`config.mk`:
```
export PLATFORM = sky130hd
export DESIGN_NAME = div_ctrl
export DESIGN_NICKNAME = d
export VERILOG_FILES = /design/src/rtl/div_ctrl_pkg.sv /design/src/rtl/div_ctrl.sv
export SDC_FILE = /design/constraint.sdc
export NUM_CORES = 1
export LEC_CHECK = 0
export BUFFER_PORTS_ARGS = -buffer_cell sky130_fd_sc_hd__buf_2
export CORE_MARGIN = 4
export CORE_UTILIZATION = 40
export DETAILED_ROUTE_END_ITERATION = 16
export PLACE_DENSITY_LB_ADDON = 0.2
export SYNTH_ARGS = -nofsm -noshare
export SYNTH_HDL_FRONTEND = slang
export SYNTH_SLANG_ARGS = --single-unit
```
`constraint.sdc`:
```
create_clock -name clk -period 1.5 [get_ports clk]
set_input_delay 0.225 -clock clk [delete_from_list [all_inputs] [get_ports clk]]
set_output_delay 0.225 -clock clk [all_outputs]
set_load 0.05 [all_outputs]
```
`src/rtl/div_ctrl_pkg.sv`:
```
// Shared widths, state encodings and payload types for the divider controller and the div unit.
package div_ctrl_pkg;

  localparam int unsigned REG_DATA_WIDTH    = 32;
  localparam int unsigned DOUBLE_DATA_WIDTH = 2 * REG_DATA_WIDTH;

  // Controller sequencing states.
  typedef enum logic [1:0] {
    DIVC_IDLE   = 2'b00,
    DIVC_BUSY   = 2'b01,
    DIVC_DONE   = 2'b10,
    DIVC_CANCEL = 2'b11
  } divc_state_e;

  // Divider unit states, kept here so both blocks share one view.
  typedef enum logic [1:0] {
    DIV_FREE = 2'b00,
    DIV_ON   = 2'b01,
    DIV_ZERO = 2'b10,
    DIV_END  = 2'b11
  } div_state_e;

  // Divider result as delivered: remainder in the upper half, quotient in the lower.
  typedef struct packed {
    logic [REG_DATA_WIDTH-1:0] hi;
    logic [REG_DATA_WIDTH-1:0] lo;
  } hilo_t;

endpackage

```
`src/rtl/div_ctrl.sv`:
```
// EX-stage sequencer for the multi-cycle divider: operand latch, start/cancel handshake, stall, HI/LO write.
// Optional zero-operand bypass of the divider is enabled with `define DIV_FASTPATH_EN.
module div_ctrl
  import div_ctrl_pkg::*;
#(
  parameter int unsigned DATA_W = REG_DATA_WIDTH
) (
  input  logic                clk,
  input  logic                rst_n,
  input  logic                ex_div_valid,
  input  logic                ex_div_signed,
  input  logic [DATA_W-1:0]   ex_op1,
  input  logic [DATA_W-1:0]   ex_op2,
  input  logic                flush_in,
  output logic                stall_out,
  output logic                div_start_out,
  output logic                div_cancel_out,
  output logic                div_signed_out,
  output logic [DATA_W-1:0]   div_dived_out,
  output logic [DATA_W-1:0]   div_div_out,
  input  logic [2*DATA_W-1:0] div_res_in,
  input  logic                div_ready_in,
  output logic                hilo_we_out,
  output logic [DATA_W-1:0]   hi_out,
  output logic [DATA_W-1:0]   lo_out
);

  divc_state_e       state_q, state_d;
  logic              cnt_q, cnt_d;
  logic [DATA_W-1:0] op1_q, op1_d;
  logic [DATA_W-1:0] op2_q, op2_d;
  logic              sign_q, sign_d;
  hilo_t             hilo_q, hilo_d;
  logic              hilo_we_q, hilo_we_d;
  logic              start_q, start_d;
  logic              cancel_q, cancel_d;
  logic              stall_c;

  // Next-state, operand hold and write-back decisions.
  always_comb begin
    state_d   = state_q;
    cnt_d     = cnt_q;
    op1_d     = op1_q;
    op2_d     = op2_q;
    sign_d    = sign_q;
    hilo_d    = hilo_q;
    hilo_we_d = 1'b0;
    stall_c   = 1'b0;

    unique case (state_q)
      DIVC_IDLE: begin
        if (ex_div_valid && !flush_in) begin
          stall_c = 1'b1;
          op1_d   = ex_op1;
          op2_d   = ex_op2;
          sign_d  = ex_div_signed;
          state_d = DIVC_BUSY;
`ifdef DIV_FASTPATH_EN
          if ((ex_op1 == '0) || (ex_op2 == '0)) begin
            hilo_d    = '0;
            hilo_we_d = 1'b1;
            state_d   = DIVC_DONE;
          end
`endif
        end
      end
      DIVC_BUSY: begin
        stall_c = 1'b1;
        // Flush takes priority so a result arriving with it is dropped.
        if (flush_in) begin
          cnt_d   = 1'b0;
          state_d = DIVC_CANCEL;
        end else if (div_ready_in) begin
          stall_c   = 1'b0;
          hilo_d    = hilo_t'(div_res_in);
          hilo_we_d = 1'b1;
          state_d   = DIVC_DONE;
        end
      end
      DIVC_DONE: begin
        stall_c = ex_div_valid;
        state_d = DIVC_IDLE;
      end
      DIVC_CANCEL: begin
        cnt_d = 1'b1;
        if (cnt_q) begin
          cnt_d   = 1'b0;
          op1_d   = '0;
          op2_d   = '0;
          sign_d  = 1'b0;
          state_d = DIVC_IDLE;
        end
      end
      default: state_d = DIVC_IDLE;
    endcase

    start_d  = (state_d == DIVC_BUSY);
    cancel_d = (state_d == DIVC_CANCEL);
  end

  always_ff @(posedge clk or negedge rst_n) begin
    if (!rst_n) begin
      state_q   <= DIVC_IDLE;
      cnt_q     <= 1'b0;
      op1_q     <= '0;
      op2_q     <= '0;
      sign_q    <= 1'b0;
      hilo_q    <= '0;
      hilo_we_q <= 1'b0;
      start_q   <= 1'b0;
      cancel_q  <= 1'b0;
    end else begin
      state_q   <= state_d;
      cnt_q     <= cnt_d;
      op1_q     <= op1_d;
      op2_q     <= op2_d;
      sign_q    <= sign_d;
      hilo_q    <= hilo_d;
      hilo_we_q <= hilo_we_d;
      start_q   <= start_d;
      cancel_q  <= cancel_d;
    end
  end

  assign stall_out      = stall_c;
  assign div_start_out  = start_q;
  assign div_cancel_out = cancel_q;
  assign div_signed_out = sign_q;
  assign div_dived_out  = op1_q;
  assign div_div_out    = op2_q;
  assign hilo_we_out    = hilo_we_q;
  assign hi_out         = hilo_q.hi;
  assign lo_out         = hilo_q.lo;

endmodule
```
==> summary.md, run 1 <==
| Metric | Value |
|---|---|
| Outcome | finished, violations left |
| Failing checks | negative setup slack |
| Mean Syn Cell Area | 16.2 um2 |
| Setup repair after global routing missed its margin | true |
| Crit share post-route | 1.14 |
| Die ar. | 14,300 um2 |
| Synth unique cells | 22 |
| Nets@finish | 765 |
| Critical path required time | 1.27 ns |
| Top_reg_cell synth | dfrtp_1 |
| Via Count | 4,105 |
| Number of synthesized flops with an enable pin | 0 |
| Worst hold path type | primary input to flop |
| Cts bufs inserted | 17 |
| Kind of cell adding the most delay to the critical path | flip-flops |
| Initial Utilization | 0.411 |
| Non-Filler Instances | 812 |
| FP Rows | 40 |
| Fraction of layout cells with a size suffix above 1 | 0.658 |
| Final setup vio count | 130 |
| Register bit total from synthesis | 135 |
| Slew margin rel. | 0.766 |
| CTS tree | yes |
| Setup WS post-layout | -0.207 ns |
| Crit path time final | 1.71 ns |
| Fin Setup TNS | -13.87 ns |
| Hold Vio Cnt, Final | 0 |
| Crit path launch type | flop |
| Slowest Stage Delay on Critical Path | 0.42 ns |
| Pleak | 4.40 nW |
| Critical path endpoint category | output port |
| Peak Freq | 586 MHz |
| Antenna-violating nets left | 0 |
| Commonest cells in the netlist | 135 x dfrtp_1, 65 x a22o_1, 55 x mux2_2, 10 x buf_6, 9 x mux2_1 |
| Top-count cell post-synth | dfrtp_1 |
| Share of the synthesized area in the top cell type | 0.678 |
| Mapped Cells | 308 |
| Worst R2R Setup Slack | -0.16 ns |
| Worst Path Buf+Inv | 2 |
| Vias per cell | 5.06 |
| Crit path DAT | 1.48 ns |
| Place WS | -0.0913 ns |
| Clk Latency, worst-skew pair | 0.41 ns |
| Vias in the first global route | 4,357 |
| Worst Skew | 0.00915 ns |
| Grt ovf | 0 |
| DRC errors left | 0 |
| Fill count | 874 |
| WS Path Type | flop to output port |
| Routed WL | 17,200 um |
| Pwr per Cell Area | 2910 nW/um2 |
| Sequential standard cell area | 3380 um2 |
| # clock sinks | 135 |
| CTS Buffer Depth | 2 |
| First-pass DRT Iterations | 5 |
| Most used cell, CP | buf_6 |
| Pin count of the biggest net entering global routing | 51 |
| Worst-Margin Slew | 0.350 ns |
| Placed Cells | 735 |
| P&R area growth vs syn | 67.4% |
| Final Power | 0.0243 W |
| Mapped cell area | 4980 um2 |
| First-pass GRT wire length | 24,900 um |
| CTS clk-pin slew, worst paths | 0.06 ns |
| GP Congestion | 0.841 |
| Crit path cell chain | buf_6 > o211ai_1 > o31ai_4 > buf_6 |
| Seq/Total Area, Yosys | 0.678 |
| Drt initial violations | 291 |
| Initial antenna violation count | 0 |
| Die height | 120 um |
| Leading area contributor after synthesis | dfrtp_1 |
| Port bufs | 266 |
| Worst VDD drop | 1.49 mV |
| Area of the multi-input gates | 1700 um2 |
| Total global-route track usage | 0.228 |
| Top post-synthesis cells by area | dfrtp_1 68%, mux2_2 12%, a22o_1 11% |
| Die X | 120 um |
| Slew Limit Fails | 0 |
| Core box area | 12,100 um2 |
| Max FO, Critical Path | 2 |
| Routed len/inst | 21.2 um |
| Async SR Flop Fraction | 1.00 |
| H-tree levels | 4 |
| Slowest cell on crit path | dfrtp_2 |
| Maxcap violations | 0 |
| Synth warn | 0 |
| Diode count | 0 |
| Top Ports | 267 |
| Root buf cell | clkbuf_16 |
| Synth Net Count | 442 |
| DP HPWL | 9700 um |
==> final timing paths <==
check,startpoint,to,cells past startpoint
max in group asynchronous,rst_n,lo_out[2],3
max reg2reg,state_q[1],div_div_out[6],7
min,ex_op2[15],div_div_out[15],2
min reg2reg,div_dived_out[2],div_dived_out[2],1
max,state_q[1],stall_out,4
min in group asynchronous,rst_n,lo_out[31],2
==> where the power goes <==
part           internal [W]  switching, W
combinational       0.00442       0.00899
sequential          0.00549       0.00107
clock               0.00286       0.00149
==> flip-flops by register name, summed over array words and instances, names as in the netlist, 2 cells and up <==
signal / flops
hi_out: 32
lo_out: 32
div_div_out: 32
div_dived_out: 32
state_q: 2
==> routing by layer <==
layer / global-route usage / up-vias / share of wire
met4: 0.0852 / 0 / 0.026
met2: 0.387 / 229 / 0.51
met5: 0 / - / 0
met1: 0.277 / 2043 / 0.39
met3: 0.0636 / 36 / 0.072
li1: - / 1797 / -
==> cell usage in the layout (no fill, tap or decap), drive strengths merged <==
cell type / netlist / final
buf: 19 / 317
clkinvlp: 0 / 1
mux2: 64 / 64
a31oi: 1 / 1
mux2i: 1 / 1
o21ai: 2 / 2
dfrtp: 135 / 135
dlygate4sd3: 0 / 1
a21o: 1 / 1
inv: 3 / 3
nor2b: 1 / 1
clkinv: 0 / 4
o31ai: 2 / 2
a22o: 65 / 65
nand2: 4 / 4
o211ai: 1 / 1
nor2: 1 / 1
clkbuf: 3 / 31
a21oi: 1 / 1
bufinv: 0 / 4
nor4b: 1 / 1
nor3: 3 / 3
==> cell type report <==
type,instances,share of cell area
inverter,3,0.00135
sequential,135,0.405
multi-input combinational,148,0.204
clock inverter,9,0.0177
tap,168,0.0252
timing repair buffer,326,0.290
clock buffer,23,0.0561
==> logic make-up (layout without fill, tap and decap cells) <==
logic type / after synthesis / in the layout / share of synthesized area
buffers and inverters: 25 / 361 / 0.0367
flip-flops: 135 / 135 / 0.678
multiplexers: 65 / 65 / 0.147
AO/OA/AOI/OAI: 73 / 73 / 0.125
AND/OR/NAND/NOR: 10 / 10 / 0.0138
==> metrics by stage <==
step / instance area, um2 / utilization / hold WS, ns
final: 8340 / 0.689 / 0.0402
after global routing: 8340 / 0.689 / 0.0212
after global placement: 6580 / 0.543 / 0.156
after CTS: 8100 / 0.669 / 0.0226
after floorplan: 4990 / - / -0.0706
after detailed placement: 6580 / 0.543 / 0.162
==> repair_timing <==
item,4_1_cts,5_1_grt
hold endpoints to repair,22,0
buffers inserted,18,7
resized for setup,100,25
pin swaps,3,13
gates cloned,15,10
endpoints found under the setup margin,116,131
hold buffers,1,0
(Power assumes the default switching activity.)
==> inputs of run 2 (changes only) <==
==> constraint.sdc (replaced) <==
create_clock -name clk -period 1.5 [get_ports clk]
set_input_delay 0.225 -clock clk [delete_from_list [all_inputs] [get_ports clk]]
set_output_delay 0.225 -clock clk [all_outputs]
set_load 0.1 [all_outputs]
==> summary.md, run 2 (synthesis gave the netlist of run 1 again) <==
| Metric | Value |
|---|---|
| Crit share post-route | 1.17 (+0.0313) |
| Diode count | 0 (unchanged) |
| Cts bufs inserted | 17 (unchanged) |
| Total global-route track usage | 0.187 (-0.0411) |
| Initial antenna violation count | 0 (unchanged) |
| Crit path launch type | flop |
| DP HPWL | 9490 um (-2.1%) |
| Placed Cells | 737 (+0.27%) |
| Die height | 120 um (unchanged) |
| H-tree levels | 4 (unchanged) |
| Hold slack | 0.0404 ns (+0.000212 ns) |
| Non-Filler Instances | 792 (-2.5%) |
| Slew margin rel. | 0.654 (-0.112) |
| Routed len/inst | 17.8 um (-16%) |
| Drt initial violations | 166 (-43%) |
| Commonest non-fill, non-tap cells in the layout | 264 x buf_2, 133 x dfrtp_1, 65 x a22o_1 |
| # clock sinks | 135 (unchanged) |
| CTS Buffer Depth | 2 (unchanged) |
| Vias per cell | 4.88 (-3.4%) |
| First-pass GRT wire length | 20,900 um (-16%) |
| Final setup vio count | 128 (-1.5%) |
| Via Count | 3,868 (-5.8%) |
| Slew Limit Fails | 0 (unchanged) |
| Antenna-violating nets left | 0 (unchanged) |
| Slowest Stage Delay on Critical Path | 0.40 ns (-0.02 ns) |
| Setup WS post-layout | -0.254 ns (-0.0469 ns) |
| Final Core Density | 0.639 (-0.0495) |
| Most common cell after layout, fill and taps aside | buf_2 |
| Crit path time final | 1.75 ns (+0.0469 ns) |
| Routed WL | 14,100 um (-18%) |
| Peak Freq | 570 MHz (-2.7%) |
| Hold Path Cell Cnt | 2 (unchanged) |
| Slowest cell on crit path | dfrtp_2 |
| Worst hold path type | primary input to flop |
| Vias in the first global route | 4,067 (-6.7%) |
| Core box area | 12,100 um2 (unchanged) |
| Worst-Margin Slew | 0.522 ns (+0.172 ns) |
| Clk Latency, worst-skew pair | 0.40 ns (about the same) |
| WS Path Type | flop to output port |
| Maxcap violations | 0 (unchanged) |
| Nets@finish | 746 (-2.5%) |
| Worst Reg-to-Reg Cells | 6 (-1) |
| Top Ports | 267 (unchanged) |
| FP Rows | 40 (unchanged) |
| Pin count of the biggest net entering global routing | 39 (-24%) |
| Max FO, Critical Path | 5 (+3) |
| CTS tree | yes |
| Initial Utilization | 0.411 (unchanged) |
| Fin Setup TNS | -15.83 ns (-1.96 ns) |
| Setup repair after global routing missed its margin | true |
| Die X | 120 um (unchanged) |
| CTS clk-pin slew, worst paths | 0.06 ns (about the same) |
| Failing checks | negative setup slack |
| Grt ovf | 0 (unchanged) |
| Fraction of layout cells with a size suffix above 1 | 0.644 (-0.0142) |
| Outcome | finished, violations left |
| DRC errors left | 0 (unchanged) |
| Port bufs | 266 (unchanged) |
| Root buf cell | clkbuf_16 |
| Crit path DAT | 1.53 ns (+0.05 ns) |
| GP Congestion | 0.780 (-7.3%) |
| First-pass DRT Iterations | 4 (-1) |
| P&R area growth vs syn | 55.4% |
| Worst Skew | 0.00874 ns (-0.000411 ns) |
| Crit path cell chain | buf_6 > o211ai_1 > o31ai_4 > buf_12 |
| Critical path endpoint category | output port |
| Critical path required time | 1.27 ns (about the same) |
| Die ar. | 14,300 um2 (unchanged) |
| Hold Vio Cnt, Final | 0 (unchanged) |
## run 2: metal layers
metal  track usage  vias to the layer above  routed length (um)
li1              -                     1762                   -
met1         0.222                     1896                5580
met2         0.321                      186                7170
met3        0.0575                       24                1140
met4        0.0673                        0                 240
met5             0                        -                   0
## run 2: worst paths after layout
kind / start / slack [ns] / endpoint
max: state_q[1] / -0.25 / stall_out
min: ex_op2[3] / 0.04 / div_div_out[3]
max reg2reg: state_q[0] / -0.16 / hi_out[10]
min reg2reg: hi_out[23] / 0.48 / hi_out[23]
max in group asynchronous: rst_n / 0.62 / div_dived_out[0]
min in group asynchronous: rst_n / 0.33 / lo_out[29]
## run 2: cell type report
class	instances	area [um2]
clock buffer	19	443
clock inverter	12	154
inverter	3	11.3
tap	168	210
multi-input combinational	148	1470
fill	948	4370
sequential	135	3380
timing repair buffer	307	2070
## run 2: repair_timing
action	CTS	global route
buffers inserted	8	2
endpoints found under the hold margin	27	0
gates resized for setup	12	12
setup endpoints to repair	34	129
hold buffers	1	0
cloned	4	10
pin swaps	2	2
## run 2: per-stage QoR
| step | worst slack [ns] | area, um2 |
|---|---|---|
| after detailed placement | -0.0476 | 6650 |
| after global routing | -0.310 | 7740 |
| final | -0.254 | 7740 |
| after floorplan | -0.0843 | 5000 |
| after global placement | -0.00597 | 6650 |
| after CTS | -0.260 | 7470 |
## run 2: worst max-delay path, delay by kind of cell (launching register included)
family,cells,cell delay [ns]
flops,1,0.40
compound gates,2,0.41
buf+inv,2,0.31
Power of run 2 is left out: the tool's default activity adds up to more than one toggle a clock period on the data nets, which glitch-free logic cannot reach.
